`config.mk`:
```
export PLATFORM = sky130hd
export DESIGN_NAME = data_ram_arbiter
export DESIGN_NICKNAME = d
export VERILOG_FILES = /design/src/rtl/data_ram_arbiter.sv
export SDC_FILE = /design/constraint.sdc
export NUM_CORES = 1
export LEC_CHECK = 0
export BUFFER_PORTS_ARGS = -buffer_cell sky130_fd_sc_hd__buf_2
export CAP_MARGIN = 10
export CORE_AREA = 2 2 91 93
export CTS_BUF_LIST = sky130_fd_sc_hd__clkbuf_4
export DETAILED_ROUTE_END_ITERATION = 8
export DIE_AREA = 0 0 93 95
export SLEW_MARGIN = 20
export SYNTH_ARGS = -nofsm -noshare
export SYNTH_HDL_FRONTEND = slang
export SYNTH_SLANG_ARGS = --single-unit
```
`constraint.sdc`:
```
create_clock -name clk -period 3.5 [get_ports clk]
set_input_delay 1.05 -clock clk [delete_from_list [all_inputs] [get_ports clk]]
set_output_delay 1.05 -clock clk [all_outputs]
set_load 0.02 [all_outputs]
```
`src/rtl/data_ram_arbiter.sv`:
```
// -----------------------------------------------------------------------------
// data_ram_arbiter
//   Shares one single-port synchronous data RAM between the core write-back
//   stage and an external host/DMA port. The core has priority. A starvation
//   counter forces a host access after max_core_run consecutive contended
//   core grants. Read data returns one cycle after the read is granted, and
//   the matching rvalid flags which requester owned that read.
//
// Ports
//   clk, rst                       clock (posedge), synchronous active-high reset
//   core_rd/core_wr/core_addr/     core request from EX/WB register
//   core_wdata
//   core_stall                     core request not serviced this cycle
//   core_rvalid/core_rdata         core read return (1-cycle latency)
//   host_req/host_we/host_addr/    host request, held stable until host_gnt
//   host_wdata
//   host_gnt                       host access performed this cycle
//   host_rvalid/host_rdata         host read return (1-cycle latency)
//   ram_en/ram_we/ram_addr/        RAM command port
//   ram_wdata
//   ram_rdata                      RAM read data, one cycle after a read
//   err_rdwr                       sticky: core_rd and core_wr seen together
// -----------------------------------------------------------------------------
module data_ram_arbiter #(
    parameter int addr_width   = 10,
    parameter int data_width   = 32,
    parameter int max_core_run = 4,
    parameter int cnt_width    = 3
) (
    input  logic                  clk,
    input  logic                  rst,

    input  logic                  core_rd,
    input  logic                  core_wr,
    input  logic [addr_width-1:0] core_addr,
    input  logic [data_width-1:0] core_wdata,
    output logic                  core_stall,
    output logic                  core_rvalid,
    output logic [data_width-1:0] core_rdata,

    input  logic                  host_req,
    input  logic                  host_we,
    input  logic [addr_width-1:0] host_addr,
    input  logic [data_width-1:0] host_wdata,
    output logic                  host_gnt,
    output logic                  host_rvalid,
    output logic [data_width-1:0] host_rdata,

    output logic                  ram_en,
    output logic                  ram_we,
    output logic [addr_width-1:0] ram_addr,
    output logic [data_width-1:0] ram_wdata,
    input  logic [data_width-1:0] ram_rdata,

    output logic                  err_rdwr
);

    localparam logic [cnt_width-1:0] MAX_RUN = cnt_width'(max_core_run);

    logic                 w_core_req;
    logic                 w_host_win;
    logic                 w_core_win;

    logic [cnt_width-1:0] r_starve_cnt;
    logic                 r_core_rvalid;
    logic                 r_host_rvalid;
    logic                 r_err_rdwr;

    // Grant: host only wins an idle cycle or once the core has had its run.
    assign w_core_req = core_rd | core_wr;
    assign w_host_win = host_req & (~w_core_req | (r_starve_cnt == MAX_RUN));
    assign w_core_win = w_core_req & ~w_host_win;

    assign core_stall = w_core_req & w_host_win;
    assign host_gnt   = w_host_win;

    // RAM command mux. With no winner the address/data simply follow the
    // core fields; they are ignored because ram_en is low.
    always_comb begin
        ram_en    = w_core_win | w_host_win;
        ram_we    = 1'b0;
        ram_addr  = core_addr;
        ram_wdata = core_wdata;
        if (w_host_win) begin
            ram_we    = host_we;
            ram_addr  = host_addr;
            ram_wdata = host_wdata;
        end else if (w_core_win) begin
            // rd+wr together is serviced as a write
            ram_we    = core_wr;
        end
    end

    always_ff @(posedge clk) begin
        if (rst) begin
            r_starve_cnt  <= '0;
            r_core_rvalid <= 1'b0;
            r_host_rvalid <= 1'b0;
            r_err_rdwr    <= 1'b0;
        end else begin
            r_core_rvalid <= w_core_win & ~core_wr;
            r_host_rvalid <= w_host_win & ~host_we;
            if (core_rd & core_wr) begin
                r_err_rdwr <= 1'b1;
            end
            // Count only contended core wins; any host grant or idle host
            // restarts the run.
            if (w_host_win | ~host_req) begin
                r_starve_cnt <= '0;
            end else if (w_core_win && (r_starve_cnt != MAX_RUN)) begin
                r_starve_cnt <= r_starve_cnt + 1'b1;
            end
        end
    end

    assign core_rvalid = r_core_rvalid;
    assign host_rvalid = r_host_rvalid;
    assign core_rdata  = ram_rdata;
    assign host_rdata  = ram_rdata;
    assign err_rdwr    = r_err_rdwr;

endmodule

```
==> reports/results.tsv, run 1 <==
metric	value	unit
status	completed	
fin_crit	3.22	ns
drtPass1Iterations	4	
cts_tree	yes	
fin_hold_ws	0.438	ns
synthCells	137	
path_clk_slew	0.04	ns
via_per_inst	3.66	
final_nets	338	
cts_max_path_buffers	2	
die_w	93	um
antenna_found_initial	0	
ys_seq_elements	6	
pwr-share-seq	0.204	
switching_share	0.364	
portBuffers	138	
slowest_stage	mux2_4	
criticalPathCategory	in2out	
hold_class	reg2reg	
crit_top_cell	buf_2	
peakVddDrop	0.000133	V
setup_viol_count_final	0	
drive_gt1_frac	0.892	
vias	1159	
hold_buffers	0	
clock.fmax	310	MHz
path_buf_inv	3	
skew	0.00472	ns
post-cts-setup-buffers	0	
slowest_delay	0.32	ns
hold_viol_final	0	
grt_setup_unrepaired	no	
cp_top_family	buffers and inverters	
start_util	0.177	
syn-num-nets	261	
combPwrFrac	0.616	
grt_max_degree	29	
cp-end-kind	output pin	
drtIter0Drc	14	
place.gp.congestion	0.662	
h-tree-depth	1	
cap_viol_max_count	0	
antennaDiodeCount	0	
cp.arrival	2.17	ns
clock_sinks	6	
ys_types	16	
coreArea	7930	um2
cts_root_buffer	clkbuf_4	
final_common_cell	buf_2	
gr-total-overflow	0	
cts_made_buffers	3	
final_antenna_net_count	0	
wire_per_inst	11.6	um
grt_pass1_vias	1143	
ys_warn_count	0	
ioPinCount	235	
syn_avg_cell_area	10.2	um2
path_cells	buf_2 -> o2bb2ai_2 -> nand2_4 -> buf_4 -> mux2_4 -> buf_2	
powerDensity	203	nW/um2
ys_seq_area_frac	0.0856	
dieArea	8840	um2
p_int	0.225	mW
p_switching	0.129	mW
final_cell_mix	buf_2 (138), mux2_4 (38), nor2_1 (6), dfxtp_1 (6), mux2_2 (5)	
placement_rows	33	
crit_required	2.45	ns
crit_fanout	16	
drc_errors	0	
p_leak	1.06	nW
worst_pin_slew	0.262	ns
insertion_delay	0.25	ns
tns	0	ns
ctsResizeCount	0	
grt_use_total	0.0734	
detailed_place_hpwl	3300	um
max_slew_margin	0.823	
routed_wl	3670	um
grt_first_pass_wirelength	5250	um
die_height	95	um
synth_area	1400	um2
worst_setup_path_start_kind	input pin	
clkPwrFrac	0.180	
syn_to_final_growth	24.7	%
period_share	0.921	
slew_violations	0	
[worst paths after layout]
kind	depth (start not counted)	slack, ns	from	to
worst min register to register	1	0.44	r_starve_cnt[0]	r_starve_cnt[0]
worst max register to register	5	2.12	r_starve_cnt[0]	r_starve_cnt[2]
worst max-delay path	6	0.28	core_rd	ram_wdata[23]
worst min-delay path	1	0.44	r_starve_cnt[0]	r_starve_cnt[0]
[power groups by stage]
stage	Sequential (mW)	Clock [mW]	Combinational [mW]
5_1_grt	0.0724	0.0686	0.235
3_5_place_dp	0.0735	0	0.221
2_1_floorplan	0.0751	0	0.235
4_1_cts	0.0723	0.0677	0.222
6_report	0.0723	0.0640	0.218
3_3_place_gp	0.0734	0	0.219
[cells by family after synthesis]
group | synth area share
buffers and inverters | 0.385
multiplexers | 0.447
AND/OR/NAND/NOR | 0.0446
flip-flops | 0.0856
AO/OA/AOI/OAI | 0.0143
adder cells (fa/ha/maj) | 0.0178
XOR/XNOR | 0.00624
[flip-flops by register name, indices dropped and copies added (netlist names)]
signal / flops
host_rvalid: 1
r_starve_cnt: 3
err_rdwr: 1
core_rvalid: 1
[cell usage after synthesis, drive strengths merged]
cell type,count,share of area
dfxtp,6,0.086
o2bb2ai,1,0.011
nand2,1,0.0080
inv,4,0.011
nor2,6,0.016
nor3,1,0.0036
ha,2,0.018
or3b,1,0.0062
or3,1,0.0045
buf,68,0.37
a21oi,1,0.0036
nor4b,1,0.0062
mux2,43,0.45
xnor2,1,0.0062
[cell type report]
cell class / count / area [um2]
Inverter: 4 / 15.0
Timing Repair Buffer: 140 / 718
Tap cell: 105 / 131
Clock buffer: 3 / 22.5
Fill cell: 892 / 6180
Multi-Input combinational cell: 59 / 743
Sequential cell: 6 / 120
[routing by layer]
layer  GRT usage  up-vias  share of wire
met5           0        -              0
met4      0.0368        0          0.028
met3      0.0375       13           0.15
met2       0.117      111           0.46
met1      0.0803      492           0.36
li1            -      543              -
[stage by stage]
stage                     setup slack [ns]  total power [mW]  instance area (um2)   util  cells
after global placement               0.308             0.292                 1730  0.218    314
after CTS                            0.263             0.361                 1750  0.221    317
final                                0.276             0.355                 1750  0.221    317
after detailed placement             0.263             0.295                 1730  0.218    314
after global routing                 0.209             0.376                 1750  0.221    317
after floorplan                      0.499             0.310                 1400      -    137
Note: power is estimated with default switching activity, not from simulation.
==> run 2: changes to the inputs <==
Settings changed: CAP_MARGIN 10 to 20, CORE_AREA 2 2 91 93 to 2 2 92 94, DIE_AREA 0 0 93 95 to 0 0 94 96.
Clock period 3.5 ns to 2.98 ns, I/O delays scaled along.
==> reports/results.tsv, run 2 (synthesis results as in run 1) <==
metric	value	unit
dpl_worst_slack	0.0345	ns
coreArea	8050	um2
powerDensity	235	nW/um2
via_per_inst	3.58	
skew	0.000946	ns
drtPass1Iterations	3	
criticalPathCategory	in2out	
p_int	0.267	mW
drtIter0Drc	9	
hold_class	reg2reg	
ff_latch_area	120	um2
pwr-share-seq	0.203	
path_clk_slew	0.04	ns
switching_share	0.361	
power.total	0.418	mW
hold_viol_final	0	
peakVddDrop	0.000191	V
hold_buffers	0	
worst_pin_slew	0.213	ns
final_nets	340	
final_antenna_net_count	0	
grt_first_pass_wirelength	4340	um
p_leak	1.08	nW
p_switching	0.151	mW
vias	1141	
worst_setup_path_start_kind	input pin	
start_util	0.174	
die_w	94	um
place.gp.congestion	0.652	
syn_to_final_growth	26.6	%
final_cell_mix	buf_2 (138), mux2_4 (38), nor2_1 (6), dfxtp_1 (6), mux2_2 (5)	
clock.fmax	345	MHz
routed_wl	3580	um
gr-total-overflow	0	
postLayoutSetupSlackWorst	0.0853	ns
placement_rows	33	
cap_viol_max_count	0	
grt_use_total	0.0608	
cp-end-kind	output pin	
cp.arrival	2.00	ns
status	completed	
grt_setup_unrepaired	no	
detailed_place_hpwl	3160	um
combPwrFrac	0.622	
cts_made_buffers	3	
period_share	0.971	
crit_fanout	20	
multiInputGateArea	743	um2
insertion_delay	0.24	ns
crit_required	2.09	ns
fin_crit	2.89	ns
largest_register	r_starve_cnt	
cts_root_buffer	clkbuf_4	
antenna_found_initial	0	
h-tree-depth	1	
setup_viol_count_final	0	
max_slew_margin	0.856	
ioPinCount	235	
drive_gt1_frac	0.893	
antennaDiodeCount	0	
drc_errors	0	
grt_max_degree	21	
design_area	1780	um2
slew_violations	0	
cts_tree	yes	
tns	0	ns
grt_pass1_vias	934	
wire_per_inst	11.2	um
place_area	1750	um2
cts_max_path_buffers	2	
largest_reg_flops	3	
die_height	96	um
portBuffers	138	
clock_sinks	6	
post-cts-setup-buffers	0	
clkPwrFrac	0.175	
final_common_cell	buf_2	
fillers	904	
ctsResizeCount	0	
dieArea	9020	um2
run 2: worst paths after layout:
check / slack, ns / cells past startpoint / to / start
setup / recovery: 0.09 / 6 / ram_addr[1] / core_rd
hold / removal: 0.45 / 1 / r_starve_cnt[0] / r_starve_cnt[0]
setup reg to reg: 1.56 / 5 / r_starve_cnt[2] / r_starve_cnt[0]
hold reg to reg: 0.45 / 1 / r_starve_cnt[0] / r_starve_cnt[0]
run 2: area by class of cell:
type / count / share of cell area
sequential: 6 / 0.0676
inverter: 4 / 0.00844
clock buffer: 3 / 0.0127
tap: 105 / 0.0739
multi-input combinational: 59 / 0.418
timing repair buffer: 142 / 0.419
run 2: metrics by stage:
| step | utilization | instances | hold WS [ns] |
|---|---|---|---|
| 6_report | 0.221 | 319 | 0.446 |
| 5_1_grt | 0.221 | 319 | 0.475 |
| 2_1_floorplan | - | 137 | 0.417 |
| 3_5_place_dp | 0.217 | 315 | 0.447 |
| 3_3_place_gp | 0.217 | 315 | 0.428 |
| 4_1_cts | 0.220 | 318 | 0.453 |
run 2: layer usage:
metal / up-vias / GRT usage / part of all wire
li1: 549 / - / -
met2: 105 / 0.0833 / 0.44
met3: 8 / 0.0423 / 0.16
met5: - / 0 / 0
met1: 479 / 0.0733 / 0.38
met4: 0 / 0.0242 / 0.021
run 2: critical path: stages:
cell and delay, ns:
buf_2 0.13, o2bb2ai_2 0.20, nand2_4 0.12, buf_12 0.19
mux2_4 0.30, buf_2 0.16
run 2: power by group through the flow:
stage	combinational, mW	clock (mW)	sequential [mW]
after floorplan	0.276	0	0.0882
after global placement	0.257	0	0.0862
after detailed placement	0.261	0	0.0862
after CTS	0.262	0.0779	0.0848
after global routing	0.277	0.0795	0.0850
final	0.260	0.0732	0.0849
==> run 3: changes to the inputs <==
Settings changed: RECOVER_POWER set to 50.
==> reports/results.tsv, run 3 (synthesis results as in run 1) <==
metric	value	unit
tns	0	ns
ioPinCount	235	
grt_setup_unrepaired	no	
worst_setup_path_start_kind	input pin	
final_common_cell	buf_2	
criticalPathCategory	in2out	
r2r-start	r_starve_cnt[0]	
gr-total-overflow	0	
drc_errors	0	
coreArea	8050	um2
r2r_slack	1.57	ns
hold_viol_final	0	
clock_sinks	6	
met2_length	1580	um
hold_buffers	0	
skew	0.000823	ns
peakVddDrop	0.000191	V
dieArea	9020	um2
p_leak	1.06	nW
setup_viol_count_final	0	
h-tree-depth	1	
min-delay-start	r_starve_cnt[0]	
clkPwrFrac	0.175	
combPwrFrac	0.622	
die_height	96	um
postLayoutSetupSlackWorst	0.0839	ns
syn_to_final_growth	26.4	%
min_to	r_starve_cnt[0]	
cp.arrival	2.00	ns
cts_max_path_buffers	2	
path_clk_slew	0.04	ns
grt_pass1_vias	934	
grt_use_total	0.0608	
pwr-share-seq	0.203	
period_share	0.972	
p_int	0.267	mW
cp-end-kind	output pin	
ctsResizeCount	0	
detailed_place_hpwl	3160	um
drtPass1Iterations	3	
status	completed	
via_per_inst	3.58	
grt_max_degree	21	
wl_met3	570	um
drive_gt1_frac	0.879	
routed_wl	3570	um
worst_pin_slew	0.263	ns
r2r_end	r_starve_cnt[2]	
switching_share	0.361	
powerDensity	235	nW/um2
place.gp.congestion	0.652	
drtIter0Drc	9	
final_nets	340	
clock.fmax	345	MHz
crit_required	2.09	ns
routed.top_layer	met4	
cts_made_buffers	3	
final_cell_mix	buf_2 (135), mux2_4 (38), nor2_1 (6), dfxtp_1 (6), mux2_2 (5)	
start_util	0.174	
crit_fanout	20	
antenna_found_initial	0	
placement_rows	33	
cap_viol_max_count	0	
cts_tree	yes	
vias	1141	
fin_crit	2.90	ns
hold_path_depth	1	
final_antenna_net_count	0	
dpl_worst_slack	0.0345	ns
max_slew_margin	0.825	
hold_class	reg2reg	
ff2ff_path_depth	5	
grt_first_pass_wirelength	4340	um
portBuffers	138	
wl_met1	1350	um
die_w	94	um
largest_reg_flops	3	
p_switching	0.151	mW
antennaDiodeCount	0	
cts_root_buffer	clkbuf_4	
wire_per_inst	11.2	um
slew_violations	0	
largest_register	r_starve_cnt	
insertion_delay	0.24	ns
==> run 3: layer usage <==
layer / up-vias / track usage
li1: 549 / -
met1: 479 / 0.0733
met2: 105 / 0.0833
met3: 8 / 0.0423
met4: 0 / 0.0242
met5: - / 0
==> run 3: worst max-delay path by stage <==
stage,start,slack [ns],end,cells past startpoint
6_report,core_rd,0.08,ram_addr[1],6
5_1_grt,core_rd,0.04,ram_addr[2],6
4_1_cts,core_rd,0.03,ram_addr[1],6
3_5_place_dp,core_rd,0.03,ram_wdata[9],6
3_3_place_gp,core_rd,0.05,ram_wdata[10],6
2_1_floorplan,core_rd,0.29,ram_we,4
==> run 3: worst max-delay path: stages <==
cell and delay (ns):
buf_2 0.13, o2bb2ai_2 0.20, nand2_4 0.12, buf_12 0.19, mux2_4 0.30, buf_2 0.16
==> run 3: stage by stage <==
stage	cell area, um2	hold WS, ns	power (mW)	cells	utilization
2_1_floorplan	1400	0.417	0.365	137	-
3_3_place_gp	1750	0.428	0.344	315	0.217
6_report	1770	0.446	0.417	319	0.220
3_5_place_dp	1750	0.447	0.347	315	0.217
4_1_cts	1770	0.453	0.425	318	0.220
5_1_grt	1770	0.475	0.441	319	0.220
==> run 3: timing repair <==
item | CTS | global route
setup endpoints to repair | 0 | 1
setup buffers | 0 | 1
endpoints found under the hold margin | 0 | 0
==> run 3: cell type report <==
class,instances,area [um2]
Fill cell,906,6280
Multi-Input combinational cell,59,743
Timing Repair Buffer,142,742
Tap cell,105,131
Sequential cell,6,120
Clock buffer,3,22.5
Inverter,4,15.0
==> run 3: power groups by stage <==
stage | logic (mW) | clock network [mW] | registers [mW]
3_3_place_gp | 0.257 | 0 | 0.0862
5_1_grt | 0.276 | 0.0795 | 0.0850
3_5_place_dp | 0.261 | 0 | 0.0862
4_1_cts | 0.262 | 0.0779 | 0.0848
6_report | 0.259 | 0.0730 | 0.0849
2_1_floorplan | 0.276 | 0 | 0.0882
